## config.mk

```make
export PLATFORM = sky130hd
export DESIGN_NAME = oc8051_xram_arbiter
export DESIGN_NICKNAME = d
export VERILOG_FILES = /design/src/rtl/oc8051_xram_arbiter.sv
export SDC_FILE = /design/constraint.sdc
export NUM_CORES = 1
export LEC_CHECK = 0
export CAP_MARGIN = 0
export CELL_PAD_IN_SITES_DETAIL_PLACEMENT = 1
export CELL_PAD_IN_SITES_GLOBAL_PLACEMENT = 2
export CORE_ASPECT_RATIO = 0.5
export CORE_MARGIN = 3
export CORE_UTILIZATION = 21
export DETAILED_ROUTE_END_ITERATION = 8
export HOLD_SLACK_MARGIN = 0.02
export PLACE_DENSITY = 0.91
export RECOVER_POWER = 50
export SKIP_CTS_REPAIR_TIMING = 1
export SYNTH_ARGS = -nofsm -noshare
export SYNTH_HDL_FRONTEND = slang
export SYNTH_SLANG_ARGS = --single-unit
```

## constraint.sdc

```tcl
create_clock -name clk -period 2.28 [get_ports clk]
set_input_delay 0.342 -clock clk [delete_from_list [all_inputs] [get_ports clk]]
set_output_delay 0.342 -clock clk [all_outputs]
set_load 0.01 [all_outputs]
```

## src/rtl/oc8051_xram_arbiter.sv

```systemverilog
// oc8051_xram_arbiter: round-robin arbiter giving up to 8 masters page-table-checked access to the XRAM port
module oc8051_xram_arbiter #(
    parameter int NREQ    = 4,
    parameter int TIMEOUT = 255
) (
    input  logic                 clk,
    input  logic                 rst,
    input  logic [NREQ-1:0]      req_stb,
    input  logic [NREQ-1:0]      req_wr,
    input  logic [16*NREQ-1:0]   req_addr,
    input  logic [8*NREQ-1:0]    req_data_in,
    output logic [NREQ-1:0]      req_ack,
    output logic [NREQ-1:0]      req_err,
    output logic [7:0]           req_data_out,
    output logic [15:0]          xram_addr,
    output logic                 xram_wr,
    output logic [7:0]           xram_data_out,
    output logic                 chk_stb,
    output logic [2:0]           accesser,
    input  logic                 pt_wr_en,
    input  logic                 pt_rd_en,
    output logic                 mem_stb,
    input  logic                 mem_ack,
    input  logic [7:0]           mem_data_in,
    output logic                 busy
);
    typedef enum logic [2:0] {IDLE, CHECK, ACCESS, DONE, DENY} state_t;
    state_t          state, state_nx;
    logic [2:0]      ptr, gnt;
    logic            found;
    logic [7:0]      req8;
    logic [7:0]      cnt;
    logic [NREQ-1:0] gnt_oh;
    logic [15:0]     g_addr;
    logic            g_wr;
    logic [7:0]      g_data;
    logic            perm, tmo;

    assign req8 = 8'(req_stb);
    // search starts just after the last grant so a persistent requester cannot starve the others
    always_comb begin
        found = 1'b0;
        gnt   = ptr;
        for (int k = 1; k <= NREQ; k++) begin
            if (!found && req8[3'((int'(ptr) + k) % NREQ)]) begin
                found = 1'b1;
                gnt   = 3'((int'(ptr) + k) % NREQ);
            end
        end
    end

    always_comb begin
        g_addr = '0;
        g_wr   = 1'b0;
        g_data = '0;
        gnt_oh = '0;
        for (int i = 0; i < NREQ; i++) begin
            if (gnt == 3'(i)) begin
                g_addr = req_addr[16*i +: 16];
                g_wr   = req_wr[i];
                g_data = req_data_in[8*i +: 8];
            end
            gnt_oh[i] = (accesser == 3'(i));
        end
    end

    assign perm    = xram_wr ? pt_wr_en : pt_rd_en;
    assign tmo     = (cnt == 8'(TIMEOUT - 1));
    assign chk_stb = (state == CHECK);
    assign mem_stb = (state == ACCESS);
    assign busy    = (state != IDLE);

    always_comb begin
        state_nx = state;
        case (state)
            IDLE:    state_nx = found ? CHECK : IDLE;
            CHECK:   state_nx = perm ? ACCESS : DENY;
            ACCESS:  state_nx = mem_ack ? DONE : (tmo ? DENY : ACCESS);
            default: state_nx = IDLE;
        endcase
    end

    always_ff @(posedge clk) begin
        if (rst) begin
            state         <= IDLE;
            ptr           <= 3'(NREQ - 1);
            cnt           <= '0;
            accesser      <= '0;
            xram_addr     <= '0;
            xram_wr       <= 1'b0;
            xram_data_out <= '0;
            req_ack       <= '0;
            req_err       <= '0;
            req_data_out  <= '0;
        end else begin
            state        <= state_nx;
            cnt          <= (state == ACCESS) ? cnt + 8'd1 : 8'd0;
            req_ack      <= (state_nx == DONE || state_nx == DENY) ? gnt_oh : '0;
            req_err      <= (state_nx == DENY) ? gnt_oh : '0;
            req_data_out <= (state == ACCESS && mem_ack && !xram_wr) ? mem_data_in : 8'h00;
            if (state == IDLE && found) begin
                ptr           <= gnt;
                accesser      <= gnt;
                xram_addr     <= g_addr;
                xram_wr       <= g_wr;
                xram_data_out <= g_data;
            end
        end
    end
endmodule

```

### Word-level counts from Yosys, hierarchy flattened

Index checks and enable logic that the tools add are counted.

| storage, ports and cells | value |
|---|---|
| bits in writable memories | 0 |
| bits in registers | 58 |
| memories kept | 0 |
| bits in latches | 0 |
| bits of input ports | 117 |
| ROM bits | 0 |

| operators by class | value |
|---|---|
| bitwise gates (word level) | 8 |
| multiply operators | 0 |
| mux-type cells | 38 |
| reduce and logical (&&, ||, !) cells | 23 |
| add/sub/neg operators | 5 |
| order comparisons | 4 |
| equality and inequality tests | 11 |
| divide/modulo/power cells | 0 |
| shift operators | 0 |

Operator list:

| kind | number |
|---|---|
| 16-bit 2-to-1 mux | 4 |
| 8-bit 2-to-1 mux | 4 |
| 3-bit 2-to-1 mux | 7 |
| 3-bit by 5-bit < comparator with 1-bit output, second input constant | 4 |
| 3-bit by 2-bit equality test with 1-bit output, second input constant | 6 |
| 1-bit 2-to-1 mux | 18 |
| 2-bit OR reduction | 8 |
| 1-bit binary-select mux with 3-bit select | 4 |
| 3-bit by 1-bit equality test with 1-bit output, second input constant | 3 |
| 3-bit zero test | 3 |
| 3-bit case mux with 3 select lines | 1 |
| 8-bit by 1-bit adder with 8-bit output, second input constant | 1 |
| 8-bit equality test, second input constant | 1 |
| 1-bit logical AND | 6 |
| 2-bit by 1-bit adder with 2-bit output, second input constant | 2 |
| 2-bit adder, second input constant | 2 |
| 1-bit AND, first input constant | 4 |
| 1-bit zero test | 4 |
| 1-bit NOT | 4 |
| 3-bit equality test, second input constant | 1 |
| 3-bit nonzero test | 1 |
| 1-bit logical OR | 1 |

### Logic depth before layout (Yosys ltp)

| logic depth | value |
|---|---|
| word-level depth | 22 |
| gate-level depth with buffers | 8 |
| gate-level depth less buffers | 7 |

### Worst setup path before layout

No wires, ideal clock.

| timing path | value |
|---|---|
| path type | reg-to-reg |
| start | reg cnt[0] |
| end | reg req_ack[1] |
| path buffers | 0 |
| data arrival time | 1.693 ns |
| cell stages (with the launch flop) | 8 |
| path slack | 0.457 ns |
| cell sequence | dfxtp_1 > inv_1 > ha_1 > and3b_1 > and3_1 > a32oi_1 > a21boi_0 > nor2_1 |

| on the way | value |
|---|---|
| word-level cells in the longest chain between the ends | 8 |
| elaborated cells between the ends (all ways) | 9 |

Ends and longest elaborated chain:

| what | RTL line | text |
|---|---|---|
| from (decl) | 32 | `logic [7:0] cnt;` |
| from (signal assigned) | 97 | `cnt <= (state == ACCESS) ? cnt + 8'd1 : 8'd0;` |
| 8-bit equality test (*) | 68 | `assign tmo = (cnt == 8'(TIMEOUT - 1));` |
| 3-bit 2-to-1 mux (*) (2 in series) | 78 | `ACCESS: state_nx = mem_ack ? DONE : (tmo ? DENY : ACCESS);` |
| 3-bit case mux with 3 select lines (*) | 75 | `case (state)` |
| 3-bit by 2-bit equality test with 1-bit output / 3-bit equality test (equally long branches) | 98 | `req_ack <= (state_nx == DONE \|\| state_nx == DENY) ? gnt_oh : '0;` |
| 1-bit logical OR (*) | 98 |  |
| 1-bit NOT (no source line) (*) | n/a |  |
| 2-bit OR reduction (no source line) (*) | n/a |  |
| to (signal assigned) | 98 |  |
| to (decl) | 12 | `output logic [NREQ-1:0] req_ack,` |

Every way passes the cells marked *; elsewhere a longest branch is shown, timed or not.
A chain may end at the register's enable or synchronous reset.

### Final worst setup path

| timing path | value |
|---|---|
| start | reg state[1] |
| end | reg xram_addr[4] |

| on the way | value |
|---|---|
| word-level cells in the longest chain between the ends | 2 |

Ends and longest elaborated chain:

| what | RTL line | text |
|---|---|---|
| from (decl) | 28 | `state_t state, state_nx;` |
| from (signal assigned) | 96 | `state <= state_nx;` |
| 3-bit zero test | 101 | `if (state == IDLE && found) begin` |
| 1-bit logical AND | 101 |  |
| to (signal assigned) | 104 | `xram_addr <= g_addr;` |
| to (decl) | 15 | `output logic [15:0] xram_addr,` |

No other way between the ends.

==> reports/metrics.cfg <==
[setup_path]
cp_data_required_time_ns=2.53
crit_type=reg2reg
r2r-start=state[1]$_SDFF_PP0_
r2r_end=xram_addr[4]$_SDFFE_PP0N_
crit_path_end_kind=register
crit_chain=or3_4, or2_0, nor2_4, o221ai_1, o21ai_1
start_kind=register
critPathMaxStageDelay_ns=0.55
worstPathMaxFanout=25
r2r_slack_ns=0.14
cp_slowest_cell=nor2_4
cp.arrival_ns=2.39
rr_worst_depth=5

[global_routing]
grt_max_degree=27
grt-ovfl-total=0
grt_usage_pct=15.1
grt_pass1_wl_um=17700
antenna_found_initial=0
grt_pass1_vias=3306

[yosys]
synth_area_leaders=dfxtp_1, a221oi_2, and2_1
synth_most_common_cell=dfxtp_1
yosysTopAreaCell=dfxtp_1
synth_edf_count=0
ys_ff_latch=57
syn_avg_cell_area_um2=9.34
ys_warn_count=0
syn-cell-area_mm2=0.00288
syn_nets=427
yosysUniqueCellTypes=51
async_flop_share_pct=0
synth-main-ff-cell=dfxtp_1
synth_seq_area_share_pct=39.7
ys_top_cells_by_count=dfxtp_1, and2_1, nand2_1
yosysTopAreaCellShare_pct=39.7
syn_inst=308

[sta]
setup_viol_count_final=0
slew_violations=0
worstMarginPinSlew_ns=0.954
clock_skew_ns=0.00410
relSlewSlack_pct=36.2
finalHoldViolCount=0
clock.fmax_ghz=0.467
timing.setup.tns_ns=0
rsz0062_at_grt=true
fin_crit_sh_pct=93.9
min_period_ns=2.14
timing.hold.ws_ns=0.447

[cts]
numCtsBuffers=9
cts.clk_slew.worst_paths_ns=0.05
cts-htree-levels=3
clkSinkCount=57
cts-root-buf=clkbuf_16
clockBufferDepth=2
clk_latency_ns=0.32
cts_tree=yes

[placement]
dp_hpwl_um=8690
port-buffer-count=163
gp_congestion=0.752
post-place-cells=639

[die]
io_pins=164
rows=29
coreArea_mm2=0.0130
fp.dieArea_mm2=0.0152
initial_core_util_pct=22.1
die_x_um=171
fp.dieH_um=88.7

[detailed_routing]
via_per_inst=4.63
first_pass_iters=4
wl_per_cell_um=17.6
drtIter0Drc=149
wl_um=11500
drcViolationCount=0
vias=3034
drtAntennaViolNets=0

[power_and_ir_drop]
irDropWorstVdd_mv=0.641
pwr_density_cell_mw_per_mm2=917
fin_total_pwr_mw=4.69
p_leak_nw=1.97

[job]
drv_cap=0

[min_path]
hp-start=xram_data_out[7]$_SDFFE_PP0N_
min_to=xram_data_out[7]$_SDFFE_PP0N_
hold_class=reg2reg
hold_path_depth=2

[cells_and_area]
antenna_cells=0
fin_nets=599
drive_gt1_share_pct=13.6
utilization_pct=39.2
syn_to_final_growth_pct=77.8
layout.cells.non_filler=655
fillers=1459

[outcome]
status=completed

-- cells in the final DEF (no fill, tap or decap), types with 2 or more instances in the layout --
master and instances:
a221oi_1 6, nand3_1 3, dlygate4sd3_1 41, ha_1 2, a21oi_1 2, clkdlybuf4s50_1 122, nor3_1 2, buf_12 5
buf_4 15, o21bai_1 2, dfxtp_1 57, clkbuf_16 9, or3b_1 2, o21ai_1 20, nor4_1 3, nor2b_1 2
inv_1 5, a221oi_2 19, and3_1 2, and3b_1 2, clkinvlp_4 2, xor2_1 5, nor2_1 25, and2_1 34
nand2_1 32, clkinv_4 2, nor2_4 2, o221ai_1 25, o21ai_0 5, mux2i_1 2
-- layer usage --
layer	routed length (µm)	track usage, %	share of wire, %
met5	0	0	0
met4	306	6.42	2.7
met3	449	3.79	3.9
met2	6360	27.9	55
met1	4410	16.7	38
-- worst max-delay path by stage --
stage,end,depth (start not counted),slack (ns),start
5_1_grt,xram_data_out[2]$_SDFFE_PP0N_,5,-0.03,state[1]$_SDFF_PP0_
3_5_place_dp,xram_data_out[3]$_SDFFE_PP0N_,7,-0.15,req_stb[1]
6_report,xram_addr[4]$_SDFFE_PP0N_,5,0.14,state[1]$_SDFF_PP0_
4_1_cts,xram_data_out[3]$_SDFFE_PP0N_,5,0.11,state[1]$_SDFF_PP0_
3_3_place_gp,xram_addr[6]$_SDFFE_PP0N_,7,-0.07,req_stb[1]
2_1_floorplan,req_ack[1]$_SDFF_PP0_,7,0.46,cnt[0]$_SDFF_PP0_
-- cell families (layout without fill, tap and decap cells) --
family	Yosys count	in the layout	share of synthesized area (%)
AND/OR/NAND/NOR	122	122	22.6
AO/OA/AOI/OAI	91	91	28.1
XOR/XNOR	6	6	1.83
multiplexers	2	2	0.696
adder cells (fa/ha/maj)	2	2	0.870
flip-flops	57	57	39.7
buffers and inverters	28	205	6.18
-- flip-flops by register name (all words and copies together), names as in the netlist --
| name | cells |
|---|---|
| req_data_out | 8 |
| req_err | 4 |
| cnt | 8 |
| xram_wr | 1 |
| xram_addr | 16 |
| state | 3 |
| xram_data_out | 8 |
| req_ack | 4 |
| ptr | 2 |
| accesser | 3 |
-- critical path: cells and delay by family, from the launching register on --
family	cells	cell delay (ns)
flip-flops	1	0.33
AO/OA/AOI/OAI	2	0.44
AND/OR/NAND/NOR	3	1.29
-- power breakdown --
group	total, mW	switching (mW)	internal, mW
sequential	1.35	0.138	1.21
combinational	1.98	1.00	0.976
clock	1.36	0.481	0.876
total	4.69	1.62	3.06
-- area by class of cell --
class                   count  area [µm²]  area share (%)
multi-input cells         223        1580            31.0
clock inverters             6        67.6            1.32
inverters                   5        18.8           0.367
clock buffers              10         239            4.68
flip-flops and latches     57        1140            22.3
repair buffers            184        1850            36.2
well taps                 170         213            4.16
-- stage by stage --
step / area [µm²] / worst slack [ns]
after CTS: 5110 / 0.110
final: 5110 / 0.139
after global routing: 5110 / -0.0278
after global placement: 4810 / -0.0746
after floorplan: 2880 / 0.457
after detailed placement: 4810 / -0.153
(Power assumes the default switching activity.)
